===== config.mk =====
export PLATFORM = sky130hd
export DESIGN_NAME = if_stage
export DESIGN_NICKNAME = d
export VERILOG_FILES = /design/src/rtl/if_stage.sv
export SDC_FILE = /design/constraint.sdc
export NUM_CORES = 1
export LEC_CHECK = 0
export BUFFER_PORTS_ARGS = -buffer_cell sky130_fd_sc_hd__buf_2
export CAP_MARGIN = 30
export CORE_MARGIN = 8
export CORE_UTILIZATION = 51
export CTS_BUF_LIST = sky130_fd_sc_hd__clkbuf_4
export DETAILED_ROUTE_END_ITERATION = 6
export PLACE_DENSITY = 0.86
export SKIP_CTS_REPAIR_TIMING = 1
export SLEW_MARGIN = 10
export SYNTH_ARGS = -nofsm -noshare
export SYNTH_HDL_FRONTEND = slang
export SYNTH_SLANG_ARGS = --single-unit

===== constraint.sdc =====
create_clock -name clk -period 2.6 [get_ports clk]
set_input_delay 0.52 -clock clk [delete_from_list [all_inputs] [get_ports clk]]
set_output_delay 0.52 -clock clk [all_outputs]
set_load 0.03 [all_outputs]

===== src/rtl/if_stage.sv =====
// rtl/if_stage.sv - instruction-fetch stage: PC register, IF/ID slot with valid/ready, redirect and fault handling
module if_stage #(
  parameter logic [31:0] RESET_PC   = 32'h0000_0000,
  parameter int unsigned IMEM_WORDS = 256
) (
  input  logic        clk,
  input  logic        rst_n,
  output logic [31:0] imem_addr,
  input  logic [31:0] imem_instr,
  input  logic        redirect_valid,
  input  logic [31:0] redirect_pc,
  input  logic        id_ready,
  output logic        if_valid,
  output logic [31:0] if_pc,
  output logic [31:0] if_instr,
  output logic [31:0] if_pc_plus4,
  output logic        fetch_fault,
  output logic [31:0] fetch_count
);

  typedef enum logic [1:0] {
    ST_BOOT  = 2'd0,
    ST_RUN   = 2'd1,
    ST_FAULT = 2'd2
  } state_e;

  // One past the last fetchable byte; 33 bits so the compare never wraps.
  localparam logic [32:0] PC_LIMIT = 33'(IMEM_WORDS) << 2;

  state_e      state_q, state_d;
  logic [31:0] pc_q, pc_d;
  logic        valid_q, valid_d;
  logic [31:0] slot_pc_q, slot_pc_d;
  logic [31:0] slot_instr_q, slot_instr_d;
  logic [31:0] slot_pc4_q, slot_pc4_d;
  logic        fault_q, fault_d;
  logic [31:0] count_q, count_d;

  logic        pc_ok;
  logic        slot_free;
  logic        accept;
  logic        load;
  logic        take_redirect;
  logic [31:0] pc_plus4;

  assign pc_plus4      = pc_q + 32'd4;
  assign pc_ok         = ({1'b0, pc_q} < PC_LIMIT);
  assign slot_free     = !valid_q || id_ready;
  assign accept        = valid_q && id_ready;
  assign take_redirect = redirect_valid && (state_q != ST_BOOT);
  assign load          = (state_q == ST_RUN) && slot_free && pc_ok && !take_redirect;

  always_comb begin
    state_d      = state_q;
    pc_d         = pc_q;
    valid_d      = valid_q;
    slot_pc_d    = slot_pc_q;
    slot_instr_d = slot_instr_q;
    slot_pc4_d   = slot_pc4_q;
    fault_d      = fault_q;
    count_d      = count_q;

    // A slot consumed by decode counts even if a redirect flushes it the same cycle.
    if (accept) begin
      count_d = count_q + 32'd1;
      valid_d = 1'b0;
    end

    if (take_redirect) begin
      valid_d = 1'b0;
      pc_d    = redirect_pc;
      if (redirect_pc[1:0] == 2'b00) begin
        fault_d = 1'b0;
        state_d = ST_RUN;
      end else begin
        fault_d = 1'b1;
        state_d = ST_FAULT;
      end
    end else begin
      case (state_q)
        ST_BOOT: state_d = ST_RUN;
        ST_RUN: begin
          if (load) begin
            valid_d      = 1'b1;
            slot_pc_d    = pc_q;
            slot_instr_d = imem_instr;
            slot_pc4_d   = pc_plus4;
            pc_d         = pc_plus4;
          end else if (slot_free && !pc_ok) begin
            fault_d = 1'b1;
            state_d = ST_FAULT;
          end
        end
        ST_FAULT: state_d = ST_FAULT;
        default:  state_d = ST_FAULT;
      endcase
    end
  end

  always_ff @(posedge clk or negedge rst_n) begin
    if (!rst_n) begin
      state_q      <= ST_BOOT;
      pc_q         <= RESET_PC;
      valid_q      <= 1'b0;
      slot_pc_q    <= 32'd0;
      slot_instr_q <= 32'd0;
      slot_pc4_q   <= 32'd0;
      fault_q      <= 1'b0;
      count_q      <= 32'd0;
    end else begin
      state_q      <= state_d;
      pc_q         <= pc_d;
      valid_q      <= valid_d;
      slot_pc_q    <= slot_pc_d;
      slot_instr_q <= slot_instr_d;
      slot_pc4_q   <= slot_pc4_d;
      fault_q      <= fault_d;
      count_q      <= count_d;
    end
  end

  assign imem_addr   = pc_q;
  assign if_valid    = valid_q;
  assign if_pc       = slot_pc_q;
  assign if_instr    = slot_instr_q;
  assign if_pc_plus4 = slot_pc4_q;
  assign fetch_fault = fault_q;
  assign fetch_count = count_q;

endmodule


### Word level (Yosys, flattened, before mapping)

Index checks and enable logic that the tools add are counted.

| word-level totals | value |
|---|---|
| bits in registers | 164 |
| bits of input ports | 68 |
| output and inout port bits | 162 |
| logic and storage cells | 53 |

| operators by class | value |
|---|---|
| add/sub/neg operators | 2 |
| magnitude comparators | 1 |
| equal/unequal tests | 4 |
| muxes and demuxes | 17 |
| bitwise logic cells | 1 |
| reductions and logical operators | 20 |

Operators with widths:

| cell | count |
|---|---|
| 2-to-1 mux 32 bit | 3 |
| adder 32 x 1 -> 32 bit, second input constant | 1 |
| adder 32 x 3 -> 32 bit, second input constant | 1 |
| less-than comparator 32 x 11 -> 1 bit, second input constant | 1 |
| 2-to-1 mux 1 bit | 9 |
| 2-to-1 mux 2 bit | 4 |
| nonzero test 2 bit | 4 |
| logical AND 1 bit | 6 |
| AND reduction 3 bit | 2 |
| zero test 2 bit | 2 |
| case mux 2 bit (2 select lines) | 1 |
| AND reduction 2 bit | 2 |
| zero test 1 bit | 3 |
| inequality test 3 x 2 -> 1 bit, second input constant | 1 |
| inequality test 3 bit, second input constant | 1 |
| == test 2 x 1 -> 1 bit, second input constant | 1 |
| inequality test 2 x 1 -> 1 bit, second input constant | 1 |
| logical OR 1 bit | 1 |
| NOT 1 bit | 1 |

### Depth between registers and ports, before layout

Gate-level depths: netlist (run 1).

| depth | value |
|---|---|
| depth in word-level cells | 8 |
| depth in mapped cells | 8 |

### Least setup slack after synthesis (run 1)

Ideal clock, no wire load.

| timing | value |
|---|---|
| path kind | register -> register |
| start point | register valid_q, in the netlist if_valid |
| end point | register slot_pc_q[6], in the netlist if_pc[6] |
| arrival time | 2.037 ns |
| required time | 2.472 ns |
| slack | 0.435 ns |
| stages on the path, launching flop included | 8 |
| path through | dfrtp_1 > nor2b_1 > or3b_1 > buf_2 > nor4_4 > buf_6 > buf_6 > mux2_1 |

| on the way | value |
|---|---|
| longest elaborated chain between the ends | 6 |

RTL lines:

| item | RTL line | RTL |
|---|---|---|
| start, declared | 32 | `logic valid_q, valid_d;` |
| start signal, assigned | 113 | `valid_q <= valid_d;` |
| zero test 1 bit | 48 | `assign slot_free = !valid_q \|\| id_ready;` |
| logical OR 1 bit | 48 |  |
| logical AND 1 bit (3 in a row) | 51 | `assign load = (state_q == ST_RUN) && slot_free && pc_ok && !take_redirect;` |
| AND reduction 3 bit (no source line) | -- |  |
| end signal, assigned | 114 | `slot_pc_q <= slot_pc_d;` |
| end, declared | 33 | `logic [31:0] slot_pc_q, slot_pc_d;` |

No other way between the ends.
A chain may end at the register's enable or synchronous reset.

### Worst setup path after layout (run 1)

| timing | value |
|---|---|
| start point | register valid_q, in the netlist if_valid |
| end point | register slot_instr_q[30], in the netlist if_instr[30] |

| on the way | value |
|---|---|
| longest elaborated chain between the ends | 6 |

RTL lines:

| item | RTL line | RTL |
|---|---|---|
| zero test 1 bit | 48 |  |
| logical OR 1 bit | 48 |  |
| logical AND 1 bit (3 in a row) | 51 |  |
| AND reduction 3 bit (no source line) | -- |  |
| end signal, assigned | 115 | `slot_instr_q <= slot_instr_d;` |
| end, declared | 34 | `logic [31:0] slot_instr_q, slot_instr_d;` |

No other way between the ends.

==> results.sh, run 1 <==
export IMPL_status="finished clean"
export IMPL_gpl_final_weighted_congestion=0.849
export IMPL_p_clk_share_pct=27.4
export IMPL_crit_fanout=75
export IMPL_antenna_left=0
export IMPL_design_area_um2=7990
export IMPL_critical_path_cell_chain="nor2b_1 -> or3b_1 -> nor4_4 -> buf_12 -> mux2_1"
export IMPL_grt_pass1_wl_um=24700
export IMPL_hold_depth=3
export IMPL_clkTransAtPathRegs_ns=0.12
export IMPL_yosys_warnings=0
export IMPL_cts_root_buf="clkbuf_4"
export IMPL_numCtsBuffers=17
export IMPL_drive_gt1_share_pct=37.2
export IMPL_ir_worst_vdd_v=0.000390
export IMPL_clock_latency_ns=0.53
export IMPL_place_port_buffers=229
export IMPL_final_nets=828
export IMPL_routed_wl_um=15200
export IMPL_min_period_ns=2.26
export IMPL_swShare_pct=31.5
export IMPL_netlist_area_um2=6410
export IMPL_cp_num_buf_inv=1
export IMPL_synth_async_reset_ratio_pct=100
export IMPL_grt_use_met2_pct=32.5
export IMPL_hpwlAfterDp_um=11700
export IMPL_path_class="flip-flop to flip-flop"
export IMPL_grt_pass1_vias=4908
export IMPL_ys_ff_latch=162
export IMPL_die_x_um=128
export IMPL_power_switching_uw=1610
export IMPL_p_int_uw=3510
export IMPL_cts_sinks=162
export IMPL_drt_pass1_iterations=4
export IMPL_synth_distinct_cells=42
export IMPL_fin_skew_ns=0.0171
export IMPL_total_leakage_power_uw=0.00442
export IMPL_synth_edf_count=0
export IMPL_synthFlopType="dfrtp_1"
export IMPL_busiest_layer="met2"
export IMPL_pin_count=230
export IMPL_netlist_top_cells_count="dfrtp_1 (162), nand2_1 (98), nor2b_1 (45)"
export IMPL_slew_headroom_pct=61.4
export IMPL_core_area_um2=12500
export IMPL_slowest_stage="or3b_1"
export IMPL_grt_overflow=0
export IMPL_power_uw=5130
export IMPL_grt_start_max_net_pins=76
export IMPL_hold_start="redirect_pc[24]"
export IMPL_track_usage_pct=19.1
export IMPL_synth_most_common_cell="dfrtp_1"
export IMPL_ys_seq_area_share_pct=63.2
export IMPL_htree_levels=4
export IMPL_rsz0062_at_grt="no"
export IMPL_min_to="imem_addr[24]"
export IMPL_grt_util_met3_pct=5.74
export IMPL_wl_per_cell_um=16.1
export IMPL_synth_area_leader_cell="dfrtp_1"
export IMPL_maxCapViolations=0
export IMPL_r2r_cells=5
export IMPL_p_per_area_nw_per_um2=642
export IMPL_area_growth_pct=24.6
export IMPL_syn_avg_cell_area_um2=12.1
export IMPL_endpoint_kind="flip-flop"
export IMPL_drt_vias_per_instance=4.88
export IMPL_cp_required_ns=3.01
export IMPL_synth_area_leaders="dfrtp_1 (63%), nand2_1 (5.7%), mux2_1 (5.3%), xnor2_1 (4.6%), nor2b_1 (4.4%)"
export IMPL_synth_cells=528
export IMPL_hold_path_class="primary input to flip-flop"
export IMPL_r2r_start="if_valid"
export IMPL_antenna_found_initial=1
export IMPL_r2r_end="if_instr[30]"
export IMPL_worst_slew_pin_slew_ns=0.571
export IMPL_cp_arrival_ns=2.68
export IMPL_cp_top_family="simple AND/OR/NAND/NOR gates"
export IMPL_syn_nets=598
export IMPL_drc=0
export IMPL_final_max_slew_viol_count=0
export IMPL_cts_tree="done"
export IMPL_setup_viol=0
export IMPL_max_stage_delay_ns=0.48
export IMPL_place_area_um2=7700
export IMPL_cts_path_max_buffers=2
export IMPL_initial_core_util_pct=51.4
export IMPL_synth_top_cell_area_share_pct=63.2
export IMPL_vias=4611
export IMPL_start_kind="flip-flop"
export IMPL_met1_usage_pct=22.3
export IMPL_comb_power_share_pct=17.3
export IMPL_drt_initial_drc_count=249
export IMPL_finalHoldViolCount=0
export IMPL_regToRegSetupSlack_ns=0.34
export IMPL_rows=41
export IMPL_fin_crit_sh_pct=86.9
export IMPL_max_freq_mhz=442
export IMPL_seqPwrFrac_pct=55.4
export IMPL_die_height_um=128
export IMPL_tns_ns=0
export IMPL_die_area_um2=16400
worst max path at each step:
stage	start	endpoint	depth (start not counted)
after floorplan	if_valid	if_pc[6]	7
after global placement	id_ready	if_instr[4]	6
after detailed placement	id_ready	if_instr[0]	6
after CTS	if_valid	if_instr[8]	5
after global routing	imem_addr[26]	if_instr[8]	5
final	if_valid	if_instr[30]	5
power by group through the flow:
stage	clock network, uW	registers [uW]	logic [uW]
2_1_floorplan	0	3130	297
3_3_place_gp	0	2880	877
3_5_place_dp	0	2890	897
4_1_cts	1460	2840	900
5_1_grt	1580	2860	964
6_report	1400	2840	885
through the flow:
step / setup WS [ns] / hold WS [ns] / utilization [%] / instances
2_1_floorplan: 0.435 / 0.224 / - / 528
3_3_place_gp: 0.291 / 0.455 / 61.8 / 910
3_5_place_dp: 0.227 / 0.469 / 61.8 / 910
4_1_cts: 0.345 / -0.131 / 64.0 / 942
5_1_grt: 0.240 / 0.105 / 64.1 / 944
6_report: 0.339 / 0.174 / 64.1 / 944
kinds of logic after synthesis:
kind of cell | count (synthesis) | synth area share (%)
simple gates | 222 | 17.6
flops | 162 | 63.2
compound gates | 21 | 1.83
mux | 46 | 8.04
fa+ha+maj | 2 | 0.390
xor+xnor | 45 | 6.15
buf+inv | 30 | 2.75
layer usage:
| metal | share of wire (%) | vias to the layer above |
|---|---|---|
| met2 | 51 | 140 |
| met5 | 0 | - |
| met3 | 6.4 | 17 |
| met1 | 41 | 2245 |
| met4 | 1.6 | 0 |
| li1 | - | 2209 |
cell usage in the layout (no fill, tap or decap), drive strengths merged:
cell type      n
diode          1
nor4          10
o21ai          8
or4b           1
nand3         12
a31oi          1
nor3           4
nor2          24
mux2i          2
and2           3
or2            1
o31ai          1
dfrtp        162
clkbuf        17
o311a          1
dlygate4sd3    1
and3           7
nor4b          1
or3            2
nor2b         45
clkinvlp       2
inv            2
xnor2         34
or4            1
xor2          11
o311ai         1
mux2          44
nand3b         1
bufinv         2
a21oi          9
buf          238
clkinv        11
and4           3
or3b           1
nand4          8
nand2         98
ha             2
sequential cells by signal (all words and copies together) (netlist names):
| register | cells |
|---|---|
| fetch_count | 32 |
| fetch_fault | 1 |
| if_instr | 32 |
| if_pc | 32 |
| if_pc_plus4 | 30 |
| if_valid | 1 |
| imem_addr | 32 |
| state_q | 2 |
worst reg2reg max path, cell delays in order, from the launching register on:
cell and delay, ns:
dfrtp_1 0.41, nor2b_1 0.16, or3b_1 0.48, nor4_4 0.33
buf_12 0.32, mux2_1 0.45
cell type report:
| class | count | area (um^2) |
|---|---|---|
| fillers | 1021 | 4480 |
| flip-flops and latches | 162 | 4050 |
| multi-input cells | 336 | 2180 |
| repair buffers | 239 | 1250 |
| well taps | 172 | 215 |
| clock inverters | 15 | 144 |
| clock buffers | 17 | 128 |
| inverters | 2 | 7.51 |
| diodes | 1 | 2.50 |
(Power assumes the default switching activity.)
==> run 2: changes to the inputs <==
--- a/config.mk
+++ b/config.mk
@@ -6,12 +6,12 @@
 export NUM_CORES = 1
 export LEC_CHECK = 0
 export BUFFER_PORTS_ARGS = -buffer_cell sky130_fd_sc_hd__buf_2
-export CAP_MARGIN = 30
+export CAP_MARGIN = 10
 export CORE_MARGIN = 8
 export CORE_UTILIZATION = 51
 export CTS_BUF_LIST = sky130_fd_sc_hd__clkbuf_4
 export DETAILED_ROUTE_END_ITERATION = 6
-export PLACE_DENSITY = 0.86
+export PLACE_DENSITY = 0.78
 export SKIP_CTS_REPAIR_TIMING = 1
 export SLEW_MARGIN = 10
 export SYNTH_ARGS = -nofsm -noshare
==> results.sh, run 2 (same netlist as run 1, synthesis figures left out) <==
export IMPL_n_fill_cell=1022
export IMPL_seqCellArea_um2=4050
export IMPL_cp_depth=5
export IMPL_core_area_um2=12500
export IMPL_start_kind="flip-flop"
export IMPL_max_freq_mhz=444
export IMPL_place_port_buffers=229
export IMPL_cp_arrival_ns=2.68
export IMPL_drive_gt1_share_pct=37.5
export IMPL_die_area_um2=16400
export IMPL_cts_sinks=162
export IMPL_total_leakage_power_uw=0.00441
export IMPL_grt_overflow=0
export IMPL_drt_initial_drc_count=206
export IMPL_setup_viol=0
export IMPL_r2r_cells=5
export IMPL_n_antenna_cell=0
export IMPL_cts_path_max_buffers=2
export IMPL_clock_latency_ns=0.54
export IMPL_slew_headroom_pct=56.5
export IMPL_area_growth_pct=24.5
export IMPL_cts_tree="done"
export IMPL_gpl_final_weighted_congestion=0.835
export IMPL_r2r_start="if_valid"
export IMPL_ir_worst_vdd_v=0.000501
export IMPL_grt_pass1_vias=4871
export IMPL_finalHoldViolCount=0
export IMPL_pin_count=230
export IMPL_critical_path_cell_chain="nor2b_1 -> or3b_1 -> nor4_4 -> buf_12 -> mux2_1"
export IMPL_rsz0062_at_grt="no"
export IMPL_numCtsBuffers=17
export IMPL_p_per_area_nw_per_um2=642
export IMPL_r2r_end="if_instr[22]"
export IMPL_final_common_cell="buf_2"
export IMPL_track_usage_pct=19.3
export IMPL_regToRegSetupSlack_ns=0.35
export IMPL_grt_pass1_wl_um=24800
export IMPL_hold_path_class="primary input to flip-flop"
export IMPL_antenna_left=0
export IMPL_multiInputGateArea_um2=2180
export IMPL_min_period_ns=2.25
export IMPL_path_class="flip-flop to flip-flop"
export IMPL_crit_fanout=80
export IMPL_endpoint_kind="flip-flop"
export IMPL_fin_skew_ns=0.0138
export IMPL_slowest_stage="or3b_1"
export IMPL_drt_vias_per_instance=4.91
export IMPL_startpoint="if_valid"
export IMPL_max_stage_delay_ns=0.47
export IMPL_worst_slew_pin_slew_ns=0.652
export IMPL_cp_num_buf_inv=1
export IMPL_fin_crit_sh_pct=86.6
export IMPL_placedCellCount=910
export IMPL_grt_start_max_net_pins=81
export IMPL_tns_ns=0
export IMPL_final_cell_mix="buf_2 (228), dfrtp_1 (162), nand2_1 (98)"
export IMPL_final_nets=828
export IMPL_drc=0
export IMPL_antenna_found_initial=0
export IMPL_final_max_slew_viol_count=0
export IMPL_routed_wl_um=15400
export IMPL_cts_root_buf="clkbuf_4"
export IMPL_clkTransAtPathRegs_ns=0.12
export IMPL_hpwlAfterDp_um=11500
export IMPL_wl_per_cell_um=16.4
export IMPL_crit_end="if_instr[22]"
export IMPL_cp_top_family="simple AND/OR/NAND/NOR gates"
export IMPL_rows=41
export IMPL_die_height_um=128
export IMPL_initial_core_util_pct=51.4
export IMPL_fin_cells=941
export IMPL_htree_levels=4
export IMPL_status="finished clean"
export IMPL_die_x_um=128
export IMPL_cp_required_ns=3.03
export IMPL_maxCapViolations=0
export IMPL_drt_pass1_iterations=4
export IMPL_vias=4620
-- run 2: cell types whose count changed in the layout (fill, tap and decap cells not counted), sizes merged --
cell,change
diode,-1
clkbuf,+2
clkinv,-7
clkinvlp,+3
-- run 2: area by class of cell --
type                       instances  area share [%]
sequential                       162            50.8
timing repair buffer             239            15.9
clock buffer                      19            1.79
clock inverter                    11            1.46
multi-input combinational        336            27.3
tap                              172            2.70
inverter                           2          0.0940
-- run 2: per-stage QoR --
step                power, uW  hold slack [ns]  utilization (%)  setup WS [ns]  cell area (um^2)
floorplan                3430            0.224                -          0.435              6410
global placement         3760            0.454             61.9          0.248              7710
detailed placement       3790            0.460             61.9          0.183              7710
CTS                      5190          -0.0585             64.0          0.340              7970
global route             5380           0.0848             64.0          0.220              7980
finish                   5120            0.154             64.0          0.348              7980
-- run 2: per-layer routing --
layer,track usage (%),vias up,part of all wire (%)
li1,-,2200,-
met1,23.4,2228,43
met2,30.4,172,46
met3,7.45,20,8.8
met4,7.83,0,1.6
met5,0,-,0
-- run 2: worst min path at each step --
| stage | from | end | slack [ns] | cells after the start |
|---|---|---|---|---|
| finish | redirect_pc[12] | imem_addr[12] | 0.15 | 3 |
| detailed placement | fetch_count[31] | fetch_count[31] | 0.46 | 1 |
| global placement | fetch_count[31] | fetch_count[31] | 0.45 | 1 |
| global route | redirect_pc[15] | imem_addr[15] | 0.08 | 3 |
| floorplan | rst_n | fetch_count[0] | 0.22 | 0 |
| CTS | rst_n | if_pc[27] | -0.06 | 1 |
-- run 2: tightest hold or removal path, cell delays in order --
cell     delay, ns
buf_2         0.07
nand2_1       0.04
nand2_1       0.04
-- run 2: power breakdown --
part,internal (uW),switching (uW)
clock,571,823
sequential,2670,158
combinational,283,614
total,3530,1600
==> run 3: changes to the inputs <==
==> constraint.sdc (replaced) <==
create_clock -name clk -period 2.6 [get_ports clk]
set_input_delay 0.39 -clock clk [delete_from_list [all_inputs] [get_ports clk]]
set_output_delay 0.39 -clock clk [all_outputs]
set_load 0.03 [all_outputs]
==> results.sh, run 3 (same netlist as run 1, synthesis figures left out) <==
export IMPL_r2r_cells=5
export IMPL_htree_levels=4
export IMPL_r2r_end="if_instr[30]"
export IMPL_numCtsBuffers=17
export IMPL_cp_top_family="simple AND/OR/NAND/NOR gates"
export IMPL_cts_tree="done"
export IMPL_clock_latency_ns=0.54
export IMPL_cp_required_ns=3.03
export IMPL_finalHoldViolCount=0
export IMPL_cts_path_max_buffers=2
export IMPL_ir_worst_vdd_v=0.000506
export IMPL_final_max_slew_viol_count=0
export IMPL_gpl_final_weighted_congestion=0.833
export IMPL_seqCellArea_um2=4050
export IMPL_hpwlAfterDp_um=11700
export IMPL_wl_per_cell_um=16.6
export IMPL_n_antenna_cell=0
export IMPL_slowest_stage="dfrtp_1"
export IMPL_rows=41
export IMPL_grt_pass1_vias=4824
export IMPL_setup_viol=0
export IMPL_cp_num_buf_inv=1
export IMPL_tns_ns=0
export IMPL_endpoint_kind="flip-flop"
export IMPL_die_x_um=128
export IMPL_p_per_area_nw_per_um2=655
export IMPL_grt_pass1_wl_um=24800
export IMPL_p_int_uw=3730
export IMPL_maxCapViolations=0
export IMPL_crit_fanout=77
export IMPL_seqPwrFrac_pct=53.2
export IMPL_rsz0062_at_grt="no"
export IMPL_multiInputGateArea_um2=2180
export IMPL_swShare_pct=29.6
export IMPL_total_leakage_power_uw=0.00448
export IMPL_drt_initial_drc_count=287
export IMPL_status="finished clean"
export IMPL_clkTransAtPathRegs_ns=0.13
export IMPL_drt_pass1_iterations=4
export IMPL_comb_power_share_pct=17.4
export IMPL_initial_core_util_pct=51.4
export IMPL_utilization_pct=65.0
export IMPL_worst_slew_pin_slew_ns=0.497
export IMPL_holdWs_ns=0.0246
export IMPL_track_usage_pct=19.2
export IMPL_crit_end="if_instr[30]"
export IMPL_max_freq_mhz=423
export IMPL_r2r_start="imem_addr[29]"
export IMPL_cts_root_buf="clkbuf_4"
export IMPL_die_height_um=128
export IMPL_n_fill_cell=973
export IMPL_placedCellCount=909
export IMPL_grt_overflow=0
export IMPL_core_area_um2=12500
export IMPL_min_period_ns=2.37
export IMPL_start_kind="flip-flop"
export IMPL_routed_wl_um=15700
export IMPL_final_cell_mix="buf_2 (228), dfrtp_1 (162), nand2_1 (98)"
export IMPL_fin_skew_ns=0.0207
export IMPL_pin_count=230
export IMPL_vias=4678
export IMPL_place_port_buffers=229
export IMPL_drt_vias_per_instance=4.93
export IMPL_final_nets=837
export IMPL_max_stage_delay_ns=0.42
export IMPL_power_switching_uw=1570
export IMPL_antenna_found_initial=0
export IMPL_startpoint="imem_addr[29]"
export IMPL_cp_arrival_ns=2.79
export IMPL_slew_headroom_pct=66.4
export IMPL_path_class="flip-flop to flip-flop"
export IMPL_hold_path_class="primary input to flip-flop"
export IMPL_antenna_left=0
export IMPL_drc=0
export IMPL_drive_gt1_share_pct=36.7
export IMPL_cp_depth=5
export IMPL_regToRegSetupSlack_ns=0.23
export IMPL_critical_path_cell_chain="nor4_2 -> nand4_2 -> nor4_4 -> buf_12 -> mux2_1"
export IMPL_area_growth_pct=26.4
export IMPL_fin_crit_sh_pct=91.0
export IMPL_hold_depth=3
export IMPL_grt_start_max_net_pins=80
export IMPL_die_area_um2=16400
export IMPL_final_common_cell="buf_2"
export IMPL_fin_cells=948
export IMPL_p_clk_share_pct=29.4
export IMPL_cts_sinks=162
==> run 3: cell types whose count changed in the layout (fill, tap and decap cells not counted) <==
cell           previous run  this run
clkinvlp_4                5         0
dlygate4sd3_1             1        11
buf_4                     6         5
clkbuf_4                 19        20
bufinv_16                 2         4
==> run 3: how the worst min path moves through the flow <==
stage                          startpoint              end  slack (ns)
final                     redirect_pc[18]    imem_addr[18]        0.02
after detailed placement            rst_n  fetch_count[19]        0.23
after CTS                           rst_n  fetch_count[25]       -0.40
after global placement              rst_n  fetch_count[21]        0.23
after global routing      redirect_pc[30]    imem_addr[30]      0.0006
after floorplan                     rst_n   fetch_count[0]        0.09
==> run 3: layout make-up <==
type / count / share of cell area, %
inverter: 2 / 0.0926
tap: 172 / 2.66
sequential: 162 / 50.0
timing repair buffer: 248 / 16.8
multi-input combinational: 336 / 26.9
clock inverter: 8 / 1.71
clock buffer: 20 / 1.85
==> run 3: per-layer routing <==
metal	share of wire [%]	wire [um]	track usage (%)
met1	42	6530	23.6
met2	47	7390	29.5
met3	9.8	1530	8.07
met4	1.7	270	7.48
met5	0	0	0
==> run 3: power groups by stage <==
stage          combinational (uW)  sequential (uW)  clock [uW]
6_report                      921             2820        1560
5_1_grt                       999             2850        1720
4_1_cts                       923             2830        1610
3_5_place_dp                  920             2870           0
3_3_place_gp                  904             2860           0
2_1_floorplan                 297             3130           0
==> run 3: worst register-to-register path: cells and delay by family, from the launching register on <==
family,cells,cell delay [ns]
flip-flops,1,0.42
multiplexers,1,0.44
buffers and inverters,1,0.33
AND/OR/NAND/NOR,3,1.07
==> run 3: metrics by stage <==
step,cell area (um^2),total power (uW),worst slack (ns)
floorplan,6410,3430,0.435
global placement,7710,3760,0.304
detailed placement,7710,3790,0.225
CTS,8000,5360,0.209
global route,8110,5570,0.0573
finish,8110,5310,0.234
